**src/rtl/led7_scan_ctrl_pkg.sv**
```systemverilog
// Shared definitions for the 7-segment scan controller: FSM state encoding,
// the all-off segment pattern and a counter-width helper.
package led7_scan_ctrl_pkg;

    typedef enum logic [1:0] {
        IDLE  = 2'd0,
        DRIVE = 2'd1,
        BLANK = 2'd2
    } scan_state_t;

    localparam logic [6:0] SEG_BLANK = 7'b000_0000;

    // Width of a counter that must hold 0..n-1, never narrower than one bit.
    function automatic int clog2_min1(input int n);
        return (n > 1) ? $clog2(n) : 1;
    endfunction

endpackage

```
**src/rtl/led7_scan_ctrl_dec.sv**
```systemverilog
// BCD to 7-segment decoder, active-high segments a..g on seg[0]..seg[6].
// Inputs a..d are the BCD bits with a as the MSB. Codes above 9 give a dark digit.
module led7_scan_ctrl_dec
    import led7_scan_ctrl_pkg::*;
(
    input  logic       a,
    input  logic       b,
    input  logic       c,
    input  logic       d,
    output logic [6:0] seg
);

    // Glyph lookup on the 4-bit code.
    always_comb begin
        seg = SEG_BLANK;
        case ({a, b, c, d})
            4'd0:    seg = 7'b011_1111;
            4'd1:    seg = 7'b000_0110;
            4'd2:    seg = 7'b101_1011;
            4'd3:    seg = 7'b100_1111;
            4'd4:    seg = 7'b110_0110;
            4'd5:    seg = 7'b110_1101;
            4'd6:    seg = 7'b111_1101;
            4'd7:    seg = 7'b000_0111;
            4'd8:    seg = 7'b111_1111;
            4'd9:    seg = 7'b110_1111;
            default: seg = SEG_BLANK;
        endcase
    end

endmodule

```
**src/rtl/led7_scan_ctrl.sv**
```systemverilog
// Time-multiplexed scan controller for a common-segment 7-segment display.
// One shared decoder, anti-ghost blanking between digits and a shadow buffer
// so new values only reach the pins on frame boundaries.
module led7_scan_ctrl
    import led7_scan_ctrl_pkg::*;
#(
    parameter int DIGITS    = 4,
    parameter int PRESCALE  = 4,
    parameter int BLANK_CYC = 1
) (
    input  logic                  clk,
    input  logic                  rst,
    input  logic                  en,
    input  logic                  load,
    input  logic [4*DIGITS-1:0]   bcd_in,
    input  logic [DIGITS-1:0]     dp_in,
    input  logic                  lzb,
    output logic                  busy,
    output logic                  frame_done,
    output logic [DIGITS-1:0]     an,
    output logic [6:0]            seg,
    output logic                  dp
);

    localparam int IDX_W = clog2_min1(DIGITS);
    localparam int CNT_W = clog2_min1(PRESCALE);
    localparam int BLK_W = clog2_min1(BLANK_CYC);
    localparam logic [IDX_W-1:0] IDX_LAST = IDX_W'(DIGITS - 1);
    localparam logic [CNT_W-1:0] CNT_LAST = CNT_W'(PRESCALE - 1);
    localparam logic [BLK_W-1:0] BLK_LAST = BLK_W'((BLANK_CYC > 0) ? BLANK_CYC - 1 : 0);

    scan_state_t          state_reg, state_next;
    logic [IDX_W-1:0]     idx_reg, idx_next;
    logic [CNT_W-1:0]     cnt_reg, cnt_next;
    logic [BLK_W-1:0]     blk_reg, blk_next;
    logic                 step_digit, frame_end, apply;

    logic [4*DIGITS-1:0]  active_bcd_reg, shadow_bcd_reg, cur_bcd;
    logic [DIGITS-1:0]    active_dp_reg, shadow_dp_reg, cur_dp;
    logic                 active_lzb_reg, shadow_lzb_reg, cur_lzb;
    logic                 busy_reg, frame_done_reg;

    logic [DIGITS-1:0]    an_reg, an_next;
    logic [6:0]           seg_reg, seg_next, dec_seg;
    logic                 dp_reg, dp_next, drive_next;

    logic [3:0]           nib [DIGITS];
    logic [DIGITS-1:0]    lz_blank;
    logic [3:0]           sel_nib;

    // Next scan position: slot timing, digit advance and frame-boundary detection.
    always_comb begin
        state_next = state_reg;
        idx_next   = idx_reg;
        cnt_next   = cnt_reg;
        blk_next   = blk_reg;
        step_digit = 1'b0;
        frame_end  = 1'b0;
        apply      = 1'b0;
        if (!en) begin
            state_next = IDLE;
            idx_next   = '0;
            cnt_next   = '0;
            blk_next   = '0;
        end else begin
            case (state_reg)
                IDLE: begin
                    // Starting from a dark display is also a frame boundary,
                    // so pending data is shown from the very first frame.
                    state_next = DRIVE;
                    idx_next   = '0;
                    cnt_next   = '0;
                    blk_next   = '0;
                    apply      = busy_reg;
                end
                DRIVE: begin
                    if (cnt_reg == CNT_LAST) begin
                        cnt_next = '0;
                        if (BLANK_CYC == 0) begin
                            step_digit = 1'b1;
                        end else begin
                            state_next = BLANK;
                            blk_next   = '0;
                        end
                    end else begin
                        cnt_next = cnt_reg + 1'b1;
                    end
                end
                BLANK: begin
                    if (blk_reg == BLK_LAST) begin
                        blk_next   = '0;
                        state_next = DRIVE;
                        step_digit = 1'b1;
                    end else begin
                        blk_next = blk_reg + 1'b1;
                    end
                end
                default: begin
                    state_next = IDLE;
                    idx_next   = '0;
                    cnt_next   = '0;
                    blk_next   = '0;
                end
            endcase
            if (step_digit) begin
                if (idx_reg == IDX_LAST) begin
                    idx_next  = '0;
                    frame_end = 1'b1;
                    apply     = busy_reg;
                end else begin
                    idx_next = idx_reg + 1'b1;
                end
            end
        end
    end

    // Data the next displayed digit comes from: the shadow when it is being applied now.
    assign cur_bcd = apply ? shadow_bcd_reg : active_bcd_reg;
    assign cur_dp  = apply ? shadow_dp_reg  : active_dp_reg;
    assign cur_lzb = apply ? shadow_lzb_reg : active_lzb_reg;

    // Per-digit nibble split and leading-zero blanking flags.
    genvar gi;
    generate
        for (gi = 0; gi < DIGITS; gi++) begin : g_digit
            assign nib[gi] = cur_bcd[4*gi +: 4];
            if (gi == 0) begin : g_lsd
                assign lz_blank[gi] = 1'b0;
            end else begin : g_upper
                assign lz_blank[gi] = cur_lzb & ~|cur_bcd[4*DIGITS-1:4*gi];
            end
        end
    endgenerate

    assign sel_nib = nib[idx_next];

    led7_scan_ctrl_dec u_dec (
        .a   (sel_nib[3]),
        .b   (sel_nib[2]),
        .c   (sel_nib[1]),
        .d   (sel_nib[0]),
        .seg (dec_seg)
    );

    assign drive_next = (state_next == DRIVE);
    assign an_next    = drive_next ? (DIGITS'(1) << idx_next) : '0;
    assign seg_next   = (drive_next && !lz_blank[idx_next]) ? dec_seg : SEG_BLANK;
    assign dp_next    = drive_next & cur_dp[idx_next];

    // Scan FSM with registered pin outputs and the active/shadow double buffer.
    always_ff @(posedge clk or posedge rst) begin
        if (rst) begin
            state_reg      <= IDLE;
            idx_reg        <= '0;
            cnt_reg        <= '0;
            blk_reg        <= '0;
            active_bcd_reg <= '0;
            active_dp_reg  <= '0;
            active_lzb_reg <= 1'b0;
            shadow_bcd_reg <= '0;
            shadow_dp_reg  <= '0;
            shadow_lzb_reg <= 1'b0;
            busy_reg       <= 1'b0;
            frame_done_reg <= 1'b0;
            an_reg         <= '0;
            seg_reg        <= SEG_BLANK;
            dp_reg         <= 1'b0;
        end else begin
            state_reg      <= state_next;
            idx_reg        <= idx_next;
            cnt_reg        <= cnt_next;
            blk_reg        <= blk_next;
            frame_done_reg <= frame_end;
            an_reg         <= an_next;
            seg_reg        <= seg_next;
            dp_reg         <= dp_next;
            if (apply) begin
                active_bcd_reg <= shadow_bcd_reg;
                active_dp_reg  <= shadow_dp_reg;
                active_lzb_reg <= shadow_lzb_reg;
            end
            // A load in the same cycle as an apply refills the shadow and keeps busy set.
            if (load) begin
                shadow_bcd_reg <= bcd_in;
                shadow_dp_reg  <= dp_in;
                shadow_lzb_reg <= lzb;
                busy_reg       <= 1'b1;
            end else if (apply) begin
                busy_reg <= 1'b0;
            end
        end
    end

    assign busy       = busy_reg;
    assign frame_done = frame_done_reg;
    assign an         = an_reg;
    assign seg        = seg_reg;
    assign dp         = dp_reg;

endmodule

```
**config.mk**
```make
export PLATFORM = sky130hd
export DESIGN_NAME = led7_scan_ctrl
export DESIGN_NICKNAME = d
export VERILOG_FILES = /design/src/rtl/led7_scan_ctrl_pkg.sv /design/src/rtl/led7_scan_ctrl_dec.sv /design/src/rtl/led7_scan_ctrl.sv
export SDC_FILE = /design/constraint.sdc
export NUM_CORES = 1
export LEC_CHECK = 0
export ABC_AREA = 1
export CAP_MARGIN = 5
export CORE_MARGIN = 1
export CORE_UTILIZATION = 55
export CTS_CLUSTER_DIAMETER = 200
export DETAILED_ROUTE_END_ITERATION = 16
export GPL_TIMING_DRIVEN = 1
export PLACE_DENSITY = 0.92
export SLEW_MARGIN = 20
export SYNTH_ARGS = -nofsm -noshare
export SYNTH_HDL_FRONTEND = slang
export SYNTH_SLANG_ARGS = --single-unit
export TNS_END_PERCENT = 100
```
**constraint.sdc**
```tcl
create_clock -name clk -period 3.2 [get_ports clk]
set_input_delay 0.32 -clock clk [delete_from_list [all_inputs] [get_ports clk]]
set_output_delay 0.32 -clock clk [all_outputs]
set_load 0.02 [all_outputs]
```
==> results.toml <==
[job]
maxCapViolations = 0

[sta]
setup-tns-final_ns = 0
finalClockSkew_ns = 0.00853
final_hold_viol_count = 0
period_needed_ns = 2.71
maxSlewHeadroom_pct = 63.3
min_period_over_period_pct = 84.7
setup_viol = 0
worst_pin_slew_ns = 0.549
max_freq_mhz = 369
slew_viol_final = 0
rsz0062_at_grt = "no"

[critical_path]
cp.required_ns = 3.46
reg2reg_depth = 16
crit_type = "flop to flop"
r2r-start = "state_reg[0]"
slowest_delay_ns = 0.41
cp_data_arrival_time_ns = 2.97
cpMostUsedCell = "nand2_1"
cp_slowest_cell = "dfrtp_1"
start_kind = "flop"
path_cells = "inv_1 -> ha_1 -> nand2_2 -> nand2_4 -> nand2_4 -> nand2_1 -> o21ai_2 -> nand2_1 -> nand2_1 -> nor2_2 -> inv_1 -> ha_1 -> nand3b_1 -> nand3_1 -> nand2_1 -> nor2_1"
worstPathMaxFanout = 36
end_kind = "flop"
crit_start = "state_reg[0]"

[layout]
drive_gt1_share_pct = 12.0
register_area_um2 = 1550
antenna_cells = 0
fill_cells = 420
final_cells = 480
nets = 440
syn_to_final_growth_pct = 22.7
multi_input_area_um2 = 1180

[clock_tree]
clkLatencyLatePin_ns = 0.34
cts_buffers = 9
postCtsHoldBufs = 0
cts-htree-levels = 3
cts.sinks = 62
cts_buffer_depth = 2
cts_root_buffer = "clkbuf_8"
clk_pin_slew_ns = 0.07
ctsResizeCount = 0
cts_setup_buffers = 0
cts_tree = "built"

[placed_design]
io_buffers = 38
dp_cells = 464
dp_hpwl_um = 4370
gp_congestion = 0.883

[detailed_routing]
drt_wl_total_um = 5930
vias = 2384
via_per_inst = 4.97
drtPass1Iterations = 4
ant_nets = 0
drt_iter0_markers = 113
remaining_drc_errors = 0
wl_per_cell_um = 12.4

[grt]
grt_pass1_vias = 2287
grtUsageTotal_pct = 24.3
grt_max_degree = 37
antenna_found_initial = 0
gr-total-overflow = 0
grt_pass1_wl_um = 10100

[floorplanning]
pin_count = 39
die_area_um2 = 5680
die-height_um = 75.4
core_area_um2 = 5140
die_w_um = 75.4
fp-row-count = 26
initial_core_util_pct = 57.6

[logic_synthesis]
synth-edff-count = 0
syn_inst = 362
synth.area.top_cells = "dfrtp_1 (52%), nand2_1 (16%), inv_1 (4.8%), ha_1 (4.2%), nand3_1 (3.6%)"
synth_flop_cell = "dfrtp_1"
synth-seq-cells = 62
synth_cell_types = 28
synth_area_per_cell_um2 = 8.17
synthArstFlopShare_pct = 100
ys_warn_count = 0
synth_top_area_share_pct = 52.4
syn_area_um2 = 2960
seq_area_frac_synth_pct = 52.4
synth_fp_nets = 397
yosys.area.top_type = "dfrtp_1"

[run_status]
status = "finished, final reports clean"

[pwr]
ir_worst_vdd_mv = 0.353
p_clk_share_pct = 36.2
pwr-share-comb_pct = 20.9
swShare_pct = 28.1
seqPwrFrac_pct = 42.8
power.leakage_uw = 0.00191
p_per_area_nw_per_um2 = 600
p_int_uw = 1570
switchingPower_uw = 612

[min_path]
min_path_type = "primary input to asynchronous set/reset pin"
## per-stage QoR
stage          utilization (%)  total power [uW]  setup WS, ns  hold WS [ns]  instance area (um^2)
3_5_place_dp              66.1              1400         0.387         0.469                  3400
3_3_place_gp              66.1              1380         0.562         0.460                  3400
6_report                  70.6              2180         0.489         0.286                  3630
4_1_cts                   70.6              2190         0.521         0.292                  3630
2_1_floorplan                -              1250         0.998         0.437                  2960
5_1_grt                   70.6              2290         0.257         0.331                  3630
## worst max-delay path: cells and delay by family, from the launching register on
family / cells / cell delay, ns
simple gates: 11 / 1.45
fa+ha+maj: 2 / 0.50
flops: 1 / 0.41
buf+inv: 2 / 0.19
compound gates: 1 / 0.08
## Yosys cell counts, types with 3 or more instances
| cell | instances |
|---|---|
| nor2_1 | 27 |
| inv_1 | 38 |
| nor3_1 | 4 |
| nor2_2 | 9 |
| o21ai_1 | 4 |
| nand3_1 | 21 |
| buf_4 | 3 |
| nand2_1 | 130 |
| inv_2 | 7 |
| dfrtp_1 | 62 |
| nand2_2 | 8 |
| ha_1 | 10 |
| o21ai_0 | 19 |
| clkbuf_1 | 4 |
## layout make-up
type	count	area share, %
sequential	62	42.7
inverter	46	4.76
tap	70	2.41
clock inverter	3	1.79
timing repair buffer	41	11.1
multi-input combinational	245	32.5
clock buffer	13	4.65
## layout by cell type, fill, tap and decap left out, types with 2 or more instances in the layout
cell and instances:
clkdlybuf4s50_1 38, nand2_4 2, a21oi_1 2, ha_1 10
dfrtp_1 62, clkbuf_8 12, nand2_2 8, nor2_1 27
o21ai_1 4, nor3_1 4, nor2_2 9, buf_4 3
inv_2 8, nand3_1 21, inv_1 37, o21ai_0 19
nand2_1 130, bufinv_16 2
## metal layers
layer | track usage (%) | wire [um] | up-vias
li1 | - | - | 1197
met1 | 30.0 | 2630 | 1104
met2 | 40.7 | 2920 | 70
met3 | 4.76 | 268 | 13
met4 | 12.8 | 118 | 0
met5 | 0 | 0 | -
## cells by family (layout without fill, tap and decap cells)
logic type      count (synthesis)  after routing  share of synthesized area [%]
simple gates                  206            206                           30.3
fa+ha+maj                      10             10                           4.23
compound gates                 29             29                           5.41
flops                          62             62                           52.4
buf+inv                        55            103                           7.65
## final timing paths
| kind | endpoint | slack, ns |
|---|---|---|
| worst max register to register | seg[0] | 0.49 |
| max in group asynchronous | shadow_bcd_reg[10] | 2.27 |
| worst min register to register | shadow_bcd_reg[4] | 0.48 |
| worst min-delay path | active_dp_reg[3] | 0.29 |
| worst max-delay path | seg[0] | 0.49 |
| min in group clk | shadow_bcd_reg[4] | 0.48 |
## power by group through the flow
stage / clock network [uW] / registers [uW] / logic [uW]
after floorplan: 0 / 963 / 292
after global placement: 0 / 942 / 434
after detailed placement: 0 / 946 / 454
after CTS: 799 / 933 / 457
after global routing: 829 / 942 / 516
final: 789 / 933 / 456
(Power assumes the default switching activity.)
==> RTL change 1 (same flow settings) <==
Re-encode `scan_state_t` (3 states) as one-hot, 3 bits wide.
--- a/src/rtl/led7_scan_ctrl_pkg.sv
+++ b/src/rtl/led7_scan_ctrl_pkg.sv
@@ -4,6 +4,6 @@
 
-    typedef enum logic [1:0] {
-        IDLE  = 2'd0,
-        DRIVE = 2'd1,
-        BLANK = 2'd2
+    typedef enum logic [2:0] {
+        IDLE  = 3'b001,
+        DRIVE = 3'b010,
+        BLANK = 3'b100
     } scan_state_t;
Behaviour: same outputs for any inputs over 10 cycles, from zero or initial values and one cycle with rst high; not proved beyond that.
==> RTL change 1 against the original RTL <==
- synthesized area decreased by 0.25%
- final area shrank 1.1%
- power increased by 5.4%
- via count decreased by 3.1%
- setup slack better by 180 ps
- wire length down 3.3%
- sequential cell count is 1 higher
- largest cell class unchanged
==> RTL change 1: results (changes against the original RTL) <==
| Metric | Value |
|---|---|
| Initial antenna violation count | 0 (unchanged) |
| Nets@finish | 415 (-5.7%) |
| Synth Net Count | 373 (-6.0%) |
| GRT Total Usage | 24.14% (-0.13 points) |
| Placed Cells | 443 (-4.5%) |
| Max IR drop VDD | 0.2948 mV (-16%) |
| DR vias/cell | 5.057 (+1.8%) |
| Pre-CTS WS | 498.3 ps (+111.3 ps) |
| Filler cell count in the final layout | 414 (-1.4%) |
| Worst Path Arrival | 2800 ps (-170 ps) |
| Synth Area in Compound Gates | 5.808% (+0.40 points) |
| Xor and xnor fraction of the mapped netlist area | 0% (unchanged) |
| ANT cells | 0 (unchanged) |
| Clock share of power | 29.3% (-6.9 points) |
| R2r endpoint | seg[3]$_DFF_PP0_ |
| RR Startpoint | state_reg[0]$_DFF_PP1_ |
| Seq/Total Area, Yosys | 53.45% (+1.0 points) |
| Asr flop ratio synth | 100.0% (unchanged) |
| IO buf count | 38 (unchanged) |
| Final Cycle Share | 79.09% (-5.6 points) |
| Post-Place Cell Area | 3393 um2 (about the same) |
| Detailed Route Iter0 Violations | 211 (+87%) |
| Worst relative slew slack | 67.68% (+4.4 points) |
| Gp weighted congestion | 0.8646 (-2.1%) |
| FF-to-FF setup slack | 670 ps (+180 ps) |
| Total number of vias | 2311 (-3.1%) |
| Avg Cell Area, Syn | 8.630 um2 (+5.6%) |
| Clock-pin slew on the worst setup and hold paths | 70 ps (about the same) |
| Final Skew | 10.65 ps (+2.117 ps) |
| H-Tree Depth | 3 (unchanged) |
| Largest net degree at the start of global routing | 64 (+73%) |
| Core Util, Final | 69.82% (-0.80 points) |
| Crit end category | flop |
| WHS | 368.6 ps (+83.07 ps) |
| Multiplexer share of the synthesized area | 0% (unchanged) |
| Power Density | 640.2 nW/um2 (+6.6%) |
| Setup fix buffers added after clock tree synthesis | 0 (unchanged) |
| Share of cells above drive strength 1 | 17.57% (+5.6 points) |
| Synth area leaders | dfrtp_1, nand2_1, nand2_2 |
| R2r worst-path depth | 14 (-2) |
| Post-DP HPWL | 4211 um (-3.7%) |
| Leakage | 1.803 nW (-5.8%) |
| Commonest cells in the netlist | nand2_1, dfrtp_1, inv_1 |
| CP peak stage delay | 590 ps (+180 ps) |
| Pre-antenna DRT Iters | 5 (+1) |
| Max stage delay cell, worst path | dfstp_2 |
| Combinational logic power | 626 uW (+37%) |
| First-pass GRT wire length | 9811 um (-2.5%) |
| Status | complete, no violations |
| YS warnings | 0 (unchanged) |
| Drt total wl | 5736 um (-3.3%) |
| Post-synthesis adder-cell area fraction | 2.543% (-1.7 points) |
| Switching Fraction | 31.74% (+3.7 points) |
| Crit Path Max Fanout | 18 (-50%) |
RTL change 1: changes by cell type in the layout (fill, tap and decap cells not counted), sizes merged, moves of 2 or more:
| cell | before | now |
|---|---|---|
| clkbuf | 13 | 11 |
| ha | 10 | 6 |
| inv | 45 | 39 |
| nand2 | 140 | 129 |
| nand3 | 23 | 20 |
| nand4 | 1 | 5 |
| nor2 | 37 | 31 |
| o21ai | 24 | 28 |
RTL change 1: metal layers:
metal,global-route usage (%),vias up,wire length [um]
met5,0,-,0
met4,12.96,0,186
met3,7.631,22,269
met2,39.64,63,2889
met1,28.45,1072,2390
li1,-,1154,-
RTL change 1: layout make-up:
| type | instances | area share (%) |
|---|---|---|
| clock buffer | 11 | 4.219 |
| inverter | 40 | 4.184 |
| clock inverter | 3 | 1.220 |
| sequential | 63 | 43.97 |
| tap | 70 | 2.441 |
| timing repair buffer | 42 | 11.79 |
| multi-input combinational | 228 | 32.18 |
==> RTL change 2 (config.mk and constraints unchanged) <==
Without the edit above. The parameter `BLANK_CYC` goes from 1 to 0.
--- a/src/rtl/led7_scan_ctrl.sv
+++ b/src/rtl/led7_scan_ctrl.sv
@@ -8,3 +8,3 @@
     parameter int PRESCALE  = 4,
-    parameter int BLANK_CYC = 1
+    parameter int BLANK_CYC = 0
 ) (
Function: changed (a bounded check fails within 10 cycles, from zero or initial values and one cycle with rst high).
==> RTL change 2 against the original RTL <==
- clock skew is 4.5 ps lower
- critical path type unchanged
- non-clock buffer count stayed put
- fmax is 0.68% higher
- setup slack better by 18 ps
- clock power is 28% lower
- wire length is 4.7% lower
- sequential cell count stayed put
- via count is 3.5% lower
- synthesized area is 3.2% higher
- final area is 0.14% lower
- sequential power is 2.5% lower
- count of clock-buffer cells in the layout is 1 lower
- power is 14% lower
==> RTL change 2: results (changes against the original RTL) <==
| Metric | Value |
|---|---|
| Placed Cells | 459 (-1.1%) |
| DR vias/cell | 4.863 (-2.1%) |
| Commonest cells in the netlist | nand2_1, dfrtp_1, inv_1 |
| Crit Path Max Fanout | 34 (-5.6%) |
| Mapped Cells | 357 (-1.4%) |
| Post-synth cell types | 25 (-11%) |
| Sequential power | 910 uW (-2.5%) |
| Detailed Route Iter0 Violations | 93 (-18%) |
| Clock Latency Late Sink | 330 ps |
| Switching component of the power | 549.6 uW (-10%) |
| Leakage | 1.890 nW (-1.2%) |
| ANT cells | 0 (unchanged) |
| Worst Path Arrival | 2960 ps (about the same) |
| Seq/Total Area, Yosys | 50.82% (-1.6 points) |
| Multiplexer share of the synthesized area | 0% (unchanged) |
| Hold Path Class | input port to async pin |
| Gp weighted congestion | 0.8872 (+0.45%) |
| Xor and xnor fraction of the mapped netlist area | 0% (unchanged) |
| Synth Area in Compound Gates | 4.754% (-0.66 points) |
| YS warnings | 0 (unchanged) |
| Pre-CTS WS | 465.5 ps (+78.45 ps) |
| Pre-antenna DRT Iters | 4 (unchanged) |
| Final Skew | 4.035 ps (-4.494 ps) |
| Max IR drop VDD | 0.3461 mV (-1.9%) |
| Drt total wl | 5650 um (-4.7%) |
| Share of cells above drive strength 1 | 17.37% (+5.4 points) |
| Clock-pin slew on the worst setup and hold paths | 60 ps |
| Post-synthesis adder-cell area fraction | 4.098% (-0.13 points) |
| Synth area leaders | dfrtp_1, nand2_1, inv_1 |
| Nets@finish | 435 (-1.1%) |
| First-pass GRT wire length | 9963 um (-0.96%) |
| Initial antenna violation count | 0 (unchanged) |
| Cts repair resizes | 0 (unchanged) |
| CP peak stage delay | 410 ps (about the same) |
| DRC viols | 0 (unchanged) |
| Combinational logic power | 392 uW (-14%) |
| R2r worst-path depth | 17 (+1) |
| Synth Net Count | 392 (-1.3%) |
| Status | complete, no violations |
| Clock Tree Root | clkbuf_8 |
| Asr flop ratio synth | 100.0% (unchanged) |
| Post-DP HPWL | 4226 um (-3.4%) |
| Detail-routed net length per standard cell | 11.95 um (-3.3%) |
| H-Tree Depth | 3 (unchanged) |
| Max clock buf depth | 2 (unchanged) |
| Switching Fraction | 29.36% (+1.3 points) |
| IO buf count | 38 (unchanged) |
| GRT Total Usage | 22.18% (-2.1 points) |
| Post-Place Cell Area | 3470 um2 (+2.2%) |
| Largest net degree at the start of global routing | 35 (-5.4%) |
| Max stage delay cell, worst path | dfrtp_1 |
| Num CTS Buffers | 9 (unchanged) |
| Filler cell count in the final layout | 408 (-2.9%) |
| Worst relative slew slack | 68.98% (+5.7 points) |
| Vias in the first global route | 2277 (-0.44%) |
| Worst path top cell family by delay | simple AND/OR/NAND/NOR gates |
| Setup fix buffers added after clock tree synthesis | 0 (unchanged) |
-- RTL change 2: worst register-to-register path, delay by kind of cell, from the launching register on --
kind / cells / cell delay, ps
adder cells (fa/ha/maj): 2 / 440
buffers and inverters: 3 / 280
AND/OR/NAND/NOR: 11 / 1290
flip-flops: 1 / 410
AO/OA/AOI/OAI: 1 / 220
-- RTL change 2: metal layers --
layer | GRT usage, % | share of wire (%) | routed length (um) | vias up
met2 | 35.50 | 48 | 2721 | 62
met3 | 5.150 | 4.3 | 243 | 13
met1 | 27.54 | 45 | 2554 | 1045
li1 | - | - | - | 1180
met5 | 0 | 0 | 0 | -
met4 | 12.88 | 2.3 | 131 | 0
-- RTL change 2: final cells by class --
| cell class | instances | area (um2) | share of cell area, % |
|---|---|---|---|
| Multi-Input combinational cell | 236 | 1240 | 34.21 |
| Clock buffer | 12 | 145.1 | 4.004 |
| Timing Repair Buffer | 41 | 402.9 | 11.11 |
| Clock inverter | 2 | 10.01 | 0.2761 |
| Tap cell | 70 | 87.58 | 2.416 |
| Sequential cell | 62 | 1551 | 42.80 |
| Inverter | 50 | 187.7 | 5.178 |
-- RTL change 2: final timing paths --
| path | from | to | slack, ps |
|---|---|---|---|
| worst max-delay path | state_reg[0]$_DFF_PP0_ | seg[6]$_DFF_PP0_ | 510 |
| worst min-delay path | rst | active_bcd_reg[11]$_DFF_PP0_ | 290 |
| worst max register to register | state_reg[0]$_DFF_PP0_ | seg[6]$_DFF_PP0_ | 510 |
| worst min register to register | shadow_dp_reg[2]$_DFFE_PP0P_ | shadow_dp_reg[2]$_DFFE_PP0P_ | 470 |
| max in group asynchronous | rst | active_lzb_reg$_DFF_PP0_ | 2230 |
| min in group clk | shadow_dp_reg[2]$_DFFE_PP0P_ | shadow_dp_reg[2]$_DFFE_PP0P_ | 470 |
